File: config.mk
export PLATFORM = sky130hd
export DESIGN_NAME = apb_regfile_slave
export DESIGN_NICKNAME = d
export VERILOG_FILES = /design/src/rtl/apb_regfile_slave.sv
export SDC_FILE = /design/constraint.sdc
export NUM_CORES = 1
export LEC_CHECK = 0
export ABC_AREA = 1
export BUFFER_PORTS_ARGS = -buffer_cell sky130_fd_sc_hd__buf_2
export CAP_MARGIN = 15
export CELL_PAD_IN_SITES_DETAIL_PLACEMENT = 0
export CELL_PAD_IN_SITES_GLOBAL_PLACEMENT = 1
export CORE_MARGIN = 4
export CORE_UTILIZATION = 35
export CTS_CLUSTER_DIAMETER = 150
export DETAILED_ROUTE_END_ITERATION = 10
export PLACE_DENSITY = 0.74
export SETUP_SLACK_MARGIN = 0.02
export SLEW_MARGIN = 10
export SYNTH_ARGS = -nofsm -noshare
export SYNTH_HDL_FRONTEND = slang
export SYNTH_SLANG_ARGS = --single-unit
File: constraint.sdc
create_clock -name APBS_CLK -period 3.65 [get_ports APBS_CLK]
set_input_delay 0.5475 -clock APBS_CLK [delete_from_list [all_inputs] [get_ports APBS_CLK]]
set_output_delay 0.5475 -clock APBS_CLK [all_outputs]
set_load 0.02 [all_outputs]
File: src/rtl/apb_regfile_slave.sv
// APB completer: a bank of RW registers plus one read-only status word, with a
// fixed number of wait states inserted before every transfer completes.
//
// state  | meaning
// IDLE   | no transfer in progress, waiting for a setup phase
// ACCESS | setup accepted, counting wait states until PREADY
module apb_regfile_slave #(
  parameter int              DW      = 32,
  parameter int              AW      = 16,
  parameter int              NREG    = 8,
  parameter int              WS      = 1,
  parameter logic [DW-1:0]   RST_VAL = '0
) (
  input  logic                     APBS_CLK,
  input  logic                     APBS_RESETN,
  input  logic                     APBS_PSEL,
  input  logic                     APBS_PENABLE,
  input  logic [AW-1:0]            APBS_PADDR,
  input  logic [DW-1:0]            APBS_PWDATA,
  input  logic                     APBS_PWRITE,
  output logic [DW-1:0]            APBS_PRDATA,
  output logic                     APBS_PREADY,
  output logic                     APBS_PSLVERR,
  output logic [(NREG-1)*DW-1:0]   REG_Q,
  output logic [NREG-2:0]          WR_PULSE,
  input  logic [DW-1:0]            STATUS_I
);

  localparam int BW = $clog2(DW / 8);
  localparam int IW = $clog2(NREG);
  localparam logic [AW-1:0] LOW_MASK = AW'((1 << BW) - 1);

  typedef enum logic {IDLE, ACCESS} state_t;

  state_t          state, state_next;
  logic [3:0]      cnt;
  logic            err_q;
  logic            write_q;
  logic [IW-1:0]   idx_q;
  logic [DW-1:0]   regs [NREG-1];

  logic [AW-1:0]   idx;
  logic            illegal;
  logic            setup;
  logic            ready;
  logic            complete;
  logic [DW-1:0]   rdata;

  always_comb begin
    idx      = APBS_PADDR >> BW;
    illegal  = (idx >= AW'(NREG)) || (|(APBS_PADDR & LOW_MASK)) ||
               (APBS_PWRITE && (idx == AW'(NREG - 1)));
    setup    = (state == IDLE) && APBS_PSEL && !APBS_PENABLE;
    ready    = (state == ACCESS) && (cnt == 4'd0);
    complete = ready && APBS_PSEL && APBS_PENABLE;
  end

  always_comb begin
    state_next = state;
    case (state)
      IDLE:    if (APBS_PSEL && !APBS_PENABLE) state_next = ACCESS;
      ACCESS:  if (!APBS_PSEL || complete) state_next = IDLE;
      default: state_next = IDLE;
    endcase
  end

  always_ff @(posedge APBS_CLK) begin
    if (!APBS_RESETN) begin
      state    <= IDLE;
      cnt      <= '0;
      err_q    <= 1'b0;
      write_q  <= 1'b0;
      idx_q    <= '0;
      WR_PULSE <= '0;
      for (int i = 0; i < NREG - 1; i++) regs[i] <= RST_VAL;
    end else begin
      state    <= state_next;
      WR_PULSE <= '0;
      if (setup) begin
        cnt     <= 4'(WS);
        err_q   <= illegal;
        write_q <= APBS_PWRITE;
        idx_q   <= idx[IW-1:0];
      end else if (state == ACCESS && cnt != 4'd0) begin
        cnt <= cnt - 4'd1;
      end
      // an erroring index may alias a real register after truncation, so err_q gates it
      if (complete && write_q && !err_q) begin
        for (int i = 0; i < NREG - 1; i++) begin
          if (idx_q == IW'(i)) begin
            regs[i]     <= APBS_PWDATA;
            WR_PULSE[i] <= 1'b1;
          end
        end
      end
    end
  end

  always_comb begin
    rdata = STATUS_I;
    for (int i = 0; i < NREG - 1; i++) begin
      if (idx_q == IW'(i)) rdata = regs[i];
    end
    APBS_PREADY  = ready;
    APBS_PSLVERR = ready && err_q;
    APBS_PRDATA  = (ready && !err_q) ? rdata : '0;
    for (int i = 0; i < NREG - 1; i++) REG_Q[i*DW +: DW] = regs[i];
  end

endmodule

==> impl_metrics.sql, run 1 <==
INSERT INTO impl_metrics (metric_group, metric, value, unit) VALUES
('yosys', 'postSynth.asyncResetShare', '0', ''),
('die', 'die_x', '191', 'µm'),
('grt', 'grt.total_usage', '0.235', ''),
('cells_and_area', 'fraction_of_layout_cells_with_a_size_suffix_above_1', '0.268', ''),
('critical_path', 'crit_family', 'buffers and inverters', ''),
('hold_path', 'hold_depth', '2', ''),
('power_and_ir_drop', 'power.combinational.fraction', '0.143', ''),
('grt', 'grt_pass1_vias', '10400', ''),
('power_and_ir_drop', 'power_report.internal_total', '5.13', 'mW'),
('sta', 'setup-tns-final', '0', 'ns'),
('cells_and_area', 'share_of_the_core_filled_with_cells', '0.456', ''),
('yosys', 'post_synth_instance_area', '11700', 'µm²'),
('power_and_ir_drop', 'switching_share', '0.272', ''),
('drt', 'drt-pass1-iter-count', '5', ''),
('die', 'die-height', '191', 'µm'),
('drt', 'maxUsedRoutingLayer', 'met5', ''),
('clocking', 'post_cts_resized', '0', ''),
('cells_and_area', 'multi_input_area', '3690', 'µm²'),
('die', 'rows', '66', ''),
('clocking', 'cts.path.max_buffers', '3', ''),
('clocking', 'post-cts-setup-buffer-count', '0', ''),
('critical_path', 'cp.arrival', '2.94', 'ns'),
('sta', 'max_slew_margin', '0.426', ''),
('power_and_ir_drop', 'sequential_power_share', '0.454', ''),
('grt', 'grt_antenna_before_repair', '7', ''),
('yosys', 'synth_fp_nets', '1424', ''),
('critical_path', 'critical_setup_path_class', 'flop to output pin', ''),
('drt', 'number_of_antenna_violating_nets_in_the_routed_design', '0', ''),
('critical_path', 'cp_cell_sequence', 'inv_2, nand2_2, buf_12, nor2_1, nor2_1, nand2_1, a21oi_1, buf_2', ''),
('yosys', 'postSynthAreaPerCell', '8.76', 'µm²'),
('sta', 'finalWorstPathRequiredPeriod', '3.48', 'ns'),
('status', 'result_of_the_run', 'finished, final reports clean', ''),
('drt', 'routed_wire_length_per_instance', '20.8', 'µm'),
('grt', 'grt_max_degree', '48', ''),
('power_and_ir_drop', 'max-vdd-ir-drop', '0.000307', 'V'),
('cells_and_area', 'area_delta_synth_final', '27.7', '%'),
('cells_and_area', 'fill_cells', '3276', ''),
('yosys', 'synth.ff_latch_count', '241', ''),
('die', 'io_pins', '350', ''),
('critical_path', 'worst-path-buf-inv', '3', ''),
('die', 'fp.dieArea', '36400', 'µm²'),
('cells_and_area', 'final_common_cell', 'sky130_fd_sc_hd__buf_2', ''),
('power_and_ir_drop', 'p_leak', '7.17', 'nW'),
('place', 'buffer_ports.inserted', '349', ''),
('place', 'post-dp-hpwl', '30800', 'µm'),
('job', 'maxCapViolations', '0', ''),
('clocking', 'cell_at_the_root_of_the_clock_tree', 'sky130_fd_sc_hd__clkbuf_16', ''),
('power_and_ir_drop', 'switching_power', '1.91', 'mW'),
('critical_path', 'setup.worst_path.start', 'idx_q[0]', ''),
('yosys', 'ys_types', '27', ''),
('place', 'instance_area_after_placement', '14000', 'µm²'),
('place', 'place_inst', '2077', ''),
('sta', 'max_freq', '0.287', 'GHz'),
('sta', 'drv_slew', '0', ''),
('critical_path', 'reg2reg_to', 'regs[4][24]', ''),
('critical_path', 'crit_top_cell', 'sky130_fd_sc_hd__nor2_1', ''),
('clocking', 'clkTransAtPathRegs', '0.06', 'ns'),
('yosys', 'number_of_enable_flip_flop_cells_after_synthesis', '224', ''),
('drt', 'routedLengthMet1', '17700', 'µm'),
('drt', 'postRouteWirelength', '44200', 'µm'),
('cells_and_area', 'final_area', '15000', 'µm²'),
('sta', 'worst-slew-pin-transition', '0.859', 'ns'),
('drt', 'post_detailed_route_via_to_cell_ratio', '4.92', ''),
('drt', 'first_iter_violations', '896', ''),
('sta', 'rsz0062_at_grt', 'false', ''),
('critical_path', 'endpoint_kind', 'output pin', ''),
('cells_and_area', 'register_area', '7070', 'µm²'),
('grt', 'remaining_global_route_overflow', '0', ''),
('drt', 'routed-wl-met3', '4800', 'µm'),
('clocking', 'clock-sinks', '241', ''),
('place', 'place_congestion', '0.828', '');
per-stage QoR:
stage	hold WS, ns	worst slack [ns]	power [mW]
after floorplan	0.460	0.559	3.84
after global placement	0.475	0.761	4.26
after detailed placement	0.486	0.690	4.27
after CTS	0.207	0.0938	7.08
after global routing	0.224	0.0257	7.30
final	0.236	0.165	7.04
worst reg2reg max path, stage by stage, from the launching register on:
cell and delay [ns]:
sky130_fd_sc_hd__dfxtp_1 0.31, sky130_fd_sc_hd__inv_1 0.10, sky130_fd_sc_hd__ha_1 0.16, sky130_fd_sc_hd__nand3_1 0.15
sky130_fd_sc_hd__nor2_2 0.17, sky130_fd_sc_hd__nand2_1 0.08, sky130_fd_sc_hd__inv_2 0.07, sky130_fd_sc_hd__nand4_2 0.18
sky130_fd_sc_hd__clkinv_2 0.22, sky130_fd_sc_hd__nand3_2 0.11, sky130_fd_sc_hd__nand2_2 0.42, sky130_fd_sc_hd__buf_12 0.27
cell type report:
class	instances	area share
sequential	241	0.473
multi-input combinational	840	0.247
timing repair buffer	376	0.138
clock buffer	37	0.0497
inverter	178	0.0448
tap	442	0.0370
clock inverter	13	0.0112
antenna	1	0.000167
registers in the layout, summed over array words and instances (netlist names):
name and count:
write_q 1, regs 224, idx_q 3, state 1, WR_PULSE 7, err_q 1
cnt 4
kinds of logic (layout without fill, tap and decap cells):
family	count (synthesis)	count (layout)	share of synthesized area
and+or+nand+nor	758	758	0.273
AOI/OAI and AO/OA	80	80	0.0348
DFF	241	241	0.603
buffers and inverters	256	604	0.0862
adders and majority gates	2	2	0.00214
other	0	1	0
synthesized netlist by cell type (5+ instances only):
library cell	number	area, µm²
sky130_fd_sc_hd__nand3_2	5	50.1
sky130_fd_sc_hd__nor2_1	267	1000
sky130_fd_sc_hd__clkbuf_1	29	109
sky130_fd_sc_hd__or2_0	28	175
sky130_fd_sc_hd__inv_1	169	634
sky130_fd_sc_hd__buf_2	35	175
sky130_fd_sc_hd__nand3_1	164	821
sky130_fd_sc_hd__dfxtp_1	17	340
sky130_fd_sc_hd__nand2_1	275	1030
sky130_fd_sc_hd__a21oi_1	37	185
sky130_fd_sc_hd__nor3_1	5	25.0
sky130_fd_sc_hd__buf_1	13	48.8
sky130_fd_sc_hd__edfxtp_1	224	6730
sky130_fd_sc_hd__o21ai_0	40	200
sky130_fd_sc_hd__inv_2	7	26.3
power groups by stage:
stage	Sequential [mW]	Clock (mW)	Combinational, mW
floorplan	3.37	0	0.473
global placement	3.25	0	1.01
detailed placement	3.25	0	1.02
CTS	3.20	2.87	1.02
global route	3.21	2.99	1.10
finish	3.20	2.84	1.01
how the worst max path moves through the flow:
stage                     slack [ns]  cells after the start        endpoint
after detailed placement        0.69                      8  APBS_PRDATA[1]
after global routing            0.03                      8  APBS_PRDATA[1]
after CTS                       0.09                      8  APBS_PRDATA[1]
final                           0.17                      8  APBS_PRDATA[1]
after floorplan                 0.56                      8      regs[6][0]
after global placement          0.76                      8  APBS_PRDATA[1]
routing by layer:
layer | up-vias | global-route usage
li1 | 4945 | -
met1 | 4974 | 0.299
met2 | 490 | 0.394
met3 | 58 | 0.0789
met4 | 12 | 0.0494
met5 | - | 0
(Power assumes the default switching activity.)
==> inputs of run 2 (changes only) <==
==> constraint.sdc (replaced) <==
create_clock -name APBS_CLK -period 3.65 [get_ports APBS_CLK]
set_input_delay 0.1825 -clock APBS_CLK [delete_from_list [all_inputs] [get_ports APBS_CLK]]
set_output_delay 0.1825 -clock APBS_CLK [all_outputs]
set_load 0.02 [all_outputs]
==> impl_metrics.sql, run 2 (synthesized netlist as in run 1, its figures left out) <==
INSERT INTO impl_metrics (metric_group, metric, value, unit) VALUES
('sta', 'skew', '0.00989', 'ns'),
('power_and_ir_drop', 'max-vdd-ir-drop', '0.000338', 'V'),
('critical_path', 'crit_top_cell', 'sky130_fd_sc_hd__nand3_1', ''),
('power_and_ir_drop', 'clockPowerShare', '0.378', ''),
('drt', 'number_of_antenna_violating_nets_in_the_routed_design', '0', ''),
('sta', 'setup-tns-final', '0', 'ns'),
('power_and_ir_drop', 'sequential_power_share', '0.474', ''),
('hold_path', 'hold_class', 'input port to flop', ''),
('drt', 'route.met2.wl', '20700', 'µm'),
('drt', 'post_detailed_route_via_to_cell_ratio', '4.86', ''),
('critical_path', 'cp_slowest_stage_delay', '0.62', 'ns'),
('critical_path', 'worst_path_max_delay_cell', 'sky130_fd_sc_hd__dfxtp_2', ''),
('grt', 'grt_pass1_vias', '10300', ''),
('clocking', 'number_of_hold_repair_buffers_added_at_the_cts_stage', '9', ''),
('drt', 'routedLengthMet1', '17800', 'µm'),
('power_and_ir_drop', 'power_report.internal_total', '4.86', 'mW'),
('cells_and_area', 'final_net_count', '1758', ''),
('critical_path', 'cp.arrival', '3.14', 'ns'),
('grt', 'remaining_global_route_overflow', '0', ''),
('critical_path', 'timing.critical_path.depth', '9', ''),
('drt', 'drc', '0', ''),
('critical_path', 'crit_required', '3.47', 'ns'),
('critical_path', 'start_kind', 'flop', ''),
('critical_path', 'setup.worst_path.start', 'idx_q[0]', ''),
('drt', 'first_iter_violations', '960', ''),
('job', 'maxCapViolations', '0', ''),
('sta', 'max_slew_margin', '0.333', ''),
('clocking', 'post_cts_resized', '0', ''),
('place', 'place_congestion', '0.832', ''),
('clocking', 'cts_buffers', '28', ''),
('cells_and_area', 'final_common_cell', 'sky130_fd_sc_hd__buf_2', ''),
('die', 'die-height', '191', 'µm'),
('die', 'io_pins', '350', ''),
('sta', 'worst_hold_slack', '0.0391', 'ns'),
('critical_path', 'reg2reg_to', 'regs[2][18]', ''),
('sta', 'worst-slew-pin-transition', '0.997', 'ns'),
('drt', 'maxUsedRoutingLayer', 'met5', ''),
('place', 'instance_area_after_placement', '13900', 'µm²'),
('cells_and_area', 'layout_top_registers', 'regs: 224 flops, WR_PULSE: 7 flops, cnt: 4 flops', ''),
('critical_path', 'critical_setup_path_class', 'flop to output pin', ''),
('sta', 'rsz0062_at_grt', 'false', ''),
('cells_and_area', 'area_delta_synth_final', '26.8', '%'),
('sta', 'drv_slew', '0', ''),
('drt', 'drt-pass1-iter-count', '6', ''),
('place', 'place_inst', '2074', ''),
('grt', 'grt_antenna_before_repair', '9', ''),
('die', 'initial_core_utilization', '0.357', ''),
('critical_path', 'cp_cell_sequence', 'nor2_2, nand2_2, buf_4, or2_0, nand3_1, nand3_1, nand2_1, a21oi_1, buf_2', ''),
('sta', 'max_freq', '0.301', 'GHz'),
('cells_and_area', 'register_area', '7070', 'µm²'),
('grt', 'grt.total_usage', '0.233', ''),
('power_and_ir_drop', 'power.combinational.fraction', '0.148', ''),
('drt', 'routed_wire_length_per_instance', '20.5', 'µm'),
('sta', 'period_share', '0.911', ''),
('die', 'fp.dieArea', '36400', 'µm²'),
('power_and_ir_drop', 'switching_share', '0.279', ''),
('clocking', 'cell_at_the_root_of_the_clock_tree', 'sky130_fd_sc_hd__clkbuf_16', ''),
('clocking', 'clock-sinks', '241', ''),
('die', 'die_x', '191', 'µm'),
('power_and_ir_drop', 'power.density_cell_area', '454', 'nW/µm²'),
('clocking', 'cts.path.max_buffers', '3', ''),
('cells_and_area', 'fill_cells', '3283', ''),
('grt', 'grt_max_degree', '40', ''),
('critical_path', 'reg2reg_from', 'cnt[0]', ''),
('power_and_ir_drop', 'p_leak', '7.10', 'nW'),
('clocking', 'clock_insertion_delay_worst_skew', '0.54', 'ns'),
('cells_and_area', 'final_area', '14900', 'µm²'),
('critical_path', 'worst-r2r-cell-count', '10', ''),
('clocking', 'cts_tree', 'done', ''),
('place', 'post-dp-hpwl', '30300', 'µm'),
('cells_and_area', 'registers.top_by_ff_count', 'regs', ''),
('drt', 'route.vias.total', '10400', ''),
('cells_and_area', 'finalNonFillerCells', '2137', ''),
('drt', 'postRouteWirelength', '43800', 'µm'),
('die', 'rows', '66', ''),
('cells_and_area', 'largest_register_ffs', '224', ''),
('sta', 'finalWorstPathRequiredPeriod', '3.33', 'ns'),
('critical_path', 'endpoint', 'APBS_PRDATA[18]', ''),
('cells_and_area', 'most-common-layout-cells', 'sky130_fd_sc_hd__buf_2, sky130_fd_sc_hd__nor2_1, sky130_fd_sc_hd__nand2_1', ''),
('critical_path', 'crit_family', 'simple AND/OR/NAND/NOR gates', ''),
('critical_path', 'worst-path-buf-inv', '2', ''),
('critical_path', 'endpoint_kind', 'output pin', ''),
('critical_path', 'critPathMaxFanout', '39', ''),
('clocking', 'clkTransAtPathRegs', '0.06', 'ns'),
('grt', 'grt_first_pass_wirelength', '64500', 'µm'),
('critical_path', 'r2r_slack', '1.04', 'ns'),
('clocking', 'ctsHtreeMaxLevel', '1', ''),
('cells_and_area', 'share_of_the_core_filled_with_cells', '0.453', ''),
('sta', 'timing.final.setup_violations', '0', ''),
('power_and_ir_drop', 'switching_power', '1.88', 'mW'),
('cells_and_area', 'multi_input_area', '3680', 'µm²'),
('status', 'result_of_the_run', 'finished, final reports clean', ''),
('die', 'core_region_area', '32800', 'µm²'),
('cells_and_area', 'fraction_of_layout_cells_with_a_size_suffix_above_1', '0.263', ''),
('place', 'buffer_ports.inserted', '349', ''),
('drt', 'routed-wl-met3', '4270', 'µm'),
('clocking', 'post-cts-setup-buffer-count', '0', ''),
('sta', 'final-hold-violation-count', '0', '');
==> run 2: worst min path at each step <==
stage / startpoint / endpoint / slack (ns) / cells past startpoint
final: APBS_PADDR[2] / idx_q[0] / 0.04 / 3
after global routing: APBS_PADDR[2] / idx_q[0] / 0.04 / 3
after floorplan: APBS_PENABLE / state / 0.28 / 1
after global placement: APBS_PENABLE / state / 0.41 / 2
after CTS: APBS_PADDR[2] / idx_q[0] / 0.005 / 3
after detailed placement: APBS_PENABLE / state / 0.41 / 2
==> run 2: final cells by class <==
| class | count | share of cell area |
|---|---|---|
| Sequential cell | 241 | 0.476 |
| Multi-Input combinational cell | 840 | 0.248 |
| Timing Repair Buffer | 382 | 0.138 |
| Clock buffer | 36 | 0.0506 |
| Inverter | 178 | 0.0451 |
| Tap cell | 442 | 0.0372 |
| Clock inverter | 15 | 0.00463 |
| Antenna cell | 3 | 0.000506 |
==> run 2: power groups by stage <==
| stage | combinational (mW) | sequential, mW | clock [mW] |
|---|---|---|---|
| 4_1_cts | 1.01 | 3.20 | 2.58 |
| 3_5_place_dp | 0.999 | 3.25 | 0 |
| 2_1_floorplan | 0.473 | 3.37 | 0 |
| 5_1_grt | 1.10 | 3.21 | 2.71 |
| 6_report | 0.995 | 3.20 | 2.55 |
| 3_3_place_gp | 0.996 | 3.25 | 0 |
==> run 2: layer usage <==
| layer | GRT usage | up-vias |
|---|---|---|
| met1 | 0.298 | 4881 |
| met3 | 0.0692 | 74 |
| li1 | - | 4969 |
| met2 | 0.394 | 447 |
| met5 | 0 | - |
| met4 | 0.0528 | 12 |
==> run 2: metrics by stage <==
stage / total power, mW / setup slack [ns]
after CTS: 6.78 / 0.251
final: 6.74 / 0.324
after detailed placement: 4.25 / 0.832
after floorplan: 3.84 / 0.559
after global placement: 4.25 / 0.890
after global routing: 7.02 / 0.111
==> run 2: worst register-to-register path, cell delays in order, from the launching register on <==
cell and delay [ns]:
sky130_fd_sc_hd__dfxtp_1 0.31, sky130_fd_sc_hd__inv_1 0.10, sky130_fd_sc_hd__ha_1 0.16, sky130_fd_sc_hd__nand3_1 0.14, sky130_fd_sc_hd__nor2_2 0.15, sky130_fd_sc_hd__nand2_1 0.08
sky130_fd_sc_hd__inv_2 0.06, sky130_fd_sc_hd__nand4_2 0.20, sky130_fd_sc_hd__clkinv_2 0.20, sky130_fd_sc_hd__nand3_2 0.09, sky130_fd_sc_hd__nand2_2 0.74
==> inputs of run 3 (changes only) <==
- clock period: 3.65 -> 3 ns (I/O delays scaled with it)
==> impl_metrics.sql, run 3 (synthesized netlist as in run 1, its figures left out) <==
INSERT INTO impl_metrics (metric_group, metric, value, unit) VALUES
('status', 'result_of_the_run', 'finished, final reports clean', ''),
('drt', 'post_detailed_route_via_to_cell_ratio', '4.89', ''),
('clocking', 'clock_insertion_delay_worst_skew', '0.55', 'ns'),
('power_and_ir_drop', 'report.power.total', '8.29', 'mW'),
('die', 'core_region_area', '32800', 'µm²'),
('sta', 'final-hold-violation-count', '0', ''),
('drt', 'drt-pass1-iter-count', '7', ''),
('cells_and_area', 'final_net_count', '1768', ''),
('cells_and_area', 'fraction_of_layout_cells_with_a_size_suffix_above_1', '0.265', ''),
('critical_path', 'endpoint_kind', 'output pin', ''),
('drt', 'routedLengthMet1', '17100', 'µm'),
('clocking', 'cts.path.max_buffers', '3', ''),
('cells_and_area', 'multi_input_area', '3710', 'µm²'),
('drt', 'routed-wl-met3', '4280', 'µm'),
('drt', 'first_iter_violations', '699', ''),
('clocking', 'clock-sinks', '241', ''),
('sta', 'drv_slew', '0', ''),
('drt', 'routed_wire_length_per_instance', '20.2', 'µm'),
('grt', 'remaining_global_route_overflow', '0', ''),
('cells_and_area', 'finalNonFillerCells', '2148', ''),
('clocking', 'ctsHtreeMaxLevel', '1', ''),
('cells_and_area', 'final_area', '15000', 'µm²'),
('sta', 'setup-tns-final', '0', 'ns'),
('critical_path', 'critical_setup_path_class', 'flop to output pin', ''),
('grt', 'grt_max_degree', '65', ''),
('place', 'buffer_ports.inserted', '349', ''),
('cells_and_area', 'most-common-layout-cells', 'sky130_fd_sc_hd__buf_2, sky130_fd_sc_hd__nor2_1, sky130_fd_sc_hd__nand2_1', ''),
('critical_path', 'setup.worst_path.start', 'idx_q[1]', ''),
('drt', 'maxUsedRoutingLayer', 'met5', ''),
('sta', 'skew', '0.0107', 'ns'),
('place', 'post-dp-hpwl', '30600', 'µm'),
('sta', 'finalWorstPathRequiredPeriod', '2.83', 'ns'),
('cells_and_area', 'layout_top_registers', 'regs: 224 flops, WR_PULSE: 7 flops, cnt: 4 flops', ''),
('cells_and_area', 'final_common_cell', 'sky130_fd_sc_hd__buf_2', ''),
('drt', 'postRouteWirelength', '43300', 'µm'),
('clocking', 'cell_at_the_root_of_the_clock_tree', 'sky130_fd_sc_hd__clkbuf_16', ''),
('grt', 'grt_first_pass_wirelength', '63700', 'µm'),
('place', 'place_congestion', '0.817', ''),
('clocking', 'cts_buffers', '28', ''),
('die', 'die-height', '191', 'µm'),
('power_and_ir_drop', 'power.density_cell_area', '551', 'nW/µm²'),
('die', 'rows', '66', ''),
('cells_and_area', 'registers.top_by_ff_count', 'regs', ''),
('die', 'initial_core_utilization', '0.357', ''),
('grt', 'grt_pass1_vias', '10500', ''),
('die', 'die_x', '191', 'µm'),
('sta', 'max_freq', '0.354', 'GHz'),
('critical_path', 'crit_required', '2.85', 'ns'),
('critical_path', 'cp.arrival', '2.68', 'ns'),
('clocking', 'clkTransAtPathRegs', '0.06', 'ns'),
('grt', 'grt.total_usage', '0.230', ''),
('hold_path', 'hold_depth', '3', ''),
('cells_and_area', 'register_area', '7070', 'µm²'),
('hold_path', 'hold_class', 'input port to flop', ''),
('power_and_ir_drop', 'p_leak', '7.19', 'nW'),
('critical_path', 'reg2reg_from', 'cnt[0]', ''),
('critical_path', 'start_kind', 'flop', ''),
('drt', 'route.met2.wl', '20400', 'µm'),
('clocking', 'cts_tree', 'done', ''),
('place', 'instance_area_after_placement', '14000', 'µm²'),
('sta', 'max_slew_margin', '0.543', ''),
('drt', 'drc', '0', ''),
('sta', 'period_share', '0.942', ''),
('cells_and_area', 'fill_cells', '3272', ''),
('place', 'place_inst', '2081', ''),
('drt', 'route.vias.total', '10500', ''),
('drt', 'number_of_antenna_violating_nets_in_the_routed_design', '0', ''),
('critical_path', 'critPathMaxFanout', '42', ''),
('die', 'io_pins', '350', ''),
('die', 'fp.dieArea', '36400', 'µm²'),
('clocking', 'post-cts-setup-buffer-count', '0', ''),
('grt', 'grt_antenna_before_repair', '10', ''),
('power_and_ir_drop', 'max-vdd-ir-drop', '0.000435', 'V'),
('cells_and_area', 'largest_register_ffs', '224', ''),
('sta', 'timing.final.setup_violations', '0', ''),
('hold_path', 'hold_path.startpoint', 'APBS_PWDATA[22]', ''),
('critical_path', 'worst-r2r-cell-count', '11', ''),
('cells_and_area', 'area_delta_synth_final', '28.5', '%'),
('sta', 'rsz0062_at_grt', 'false', ''),
('sta', 'worst-slew-pin-transition', '0.686', 'ns'),
('job', 'maxCapViolations', '0', '');
## run 3: through the flow
stage	hold WS (ns)	setup slack [ns]	util
floorplan	0.247	0.276	-
global placement	0.377	0.264	0.428
detailed placement	0.388	0.261	0.428
CTS	0.00353	0.0451	0.458
global route	0.0477	0.0232	0.459
finish	0.0315	0.175	0.459
## run 3: layout make-up
| class | count | share of cell area |
|---|---|---|
| antenna | 3 | 0.000499 |
| clock inverter | 9 | 0.00258 |
| clock buffer | 43 | 0.0524 |
| multi-input combinational | 840 | 0.247 |
| tap | 442 | 0.0368 |
| inverter | 178 | 0.0448 |
| timing repair buffer | 392 | 0.146 |
| sequential | 241 | 0.470 |
## run 3: what timing repair did
item	CTS	global route
endpoints found under the setup margin	32	2
gates cloned	0	0
hold endpoints to repair	8	0
hold buffers	12	0
gates resized for setup	3	5
## run 3: power breakdown
group	internal, mW	switching, mW
Clock	1.79	1.37
Combinational	0.375	0.866
Sequential	3.80	0.0806
## run 3: per-layer routing
layer / vias to the layer above / track usage
li1: 4982 / -
met1: 4966 / 0.279
met3: 94 / 0.0718
met5: - / 0
met2: 445 / 0.392
met4: 14 / 0.0718
## run 3: path summary, 6_finish.rpt
path	to	slack, ns
setup / recovery	APBS_PRDATA[3]	0.17
hold / removal	regs[6][22]	0.03
setup reg to reg	regs[4][5]	0.58
hold reg to reg	cnt[2]	0.49
## run 3: worst max-delay path, stage by stage (launching register included)
cell and delay, ns:
sky130_fd_sc_hd__dfxtp_1 0.48, sky130_fd_sc_hd__inv_2 0.08, sky130_fd_sc_hd__nor2_2 0.28, sky130_fd_sc_hd__nand2_8 0.20, sky130_fd_sc_hd__buf_12 0.23, sky130_fd_sc_hd__nand2_1 0.09
sky130_fd_sc_hd__inv_1 0.04, sky130_fd_sc_hd__nand2_1 0.08, sky130_fd_sc_hd__nand3_1 0.08, sky130_fd_sc_hd__nand3_1 0.10, sky130_fd_sc_hd__nand2_1 0.11, sky130_fd_sc_hd__a21oi_1 0.16
sky130_fd_sc_hd__buf_2 0.19
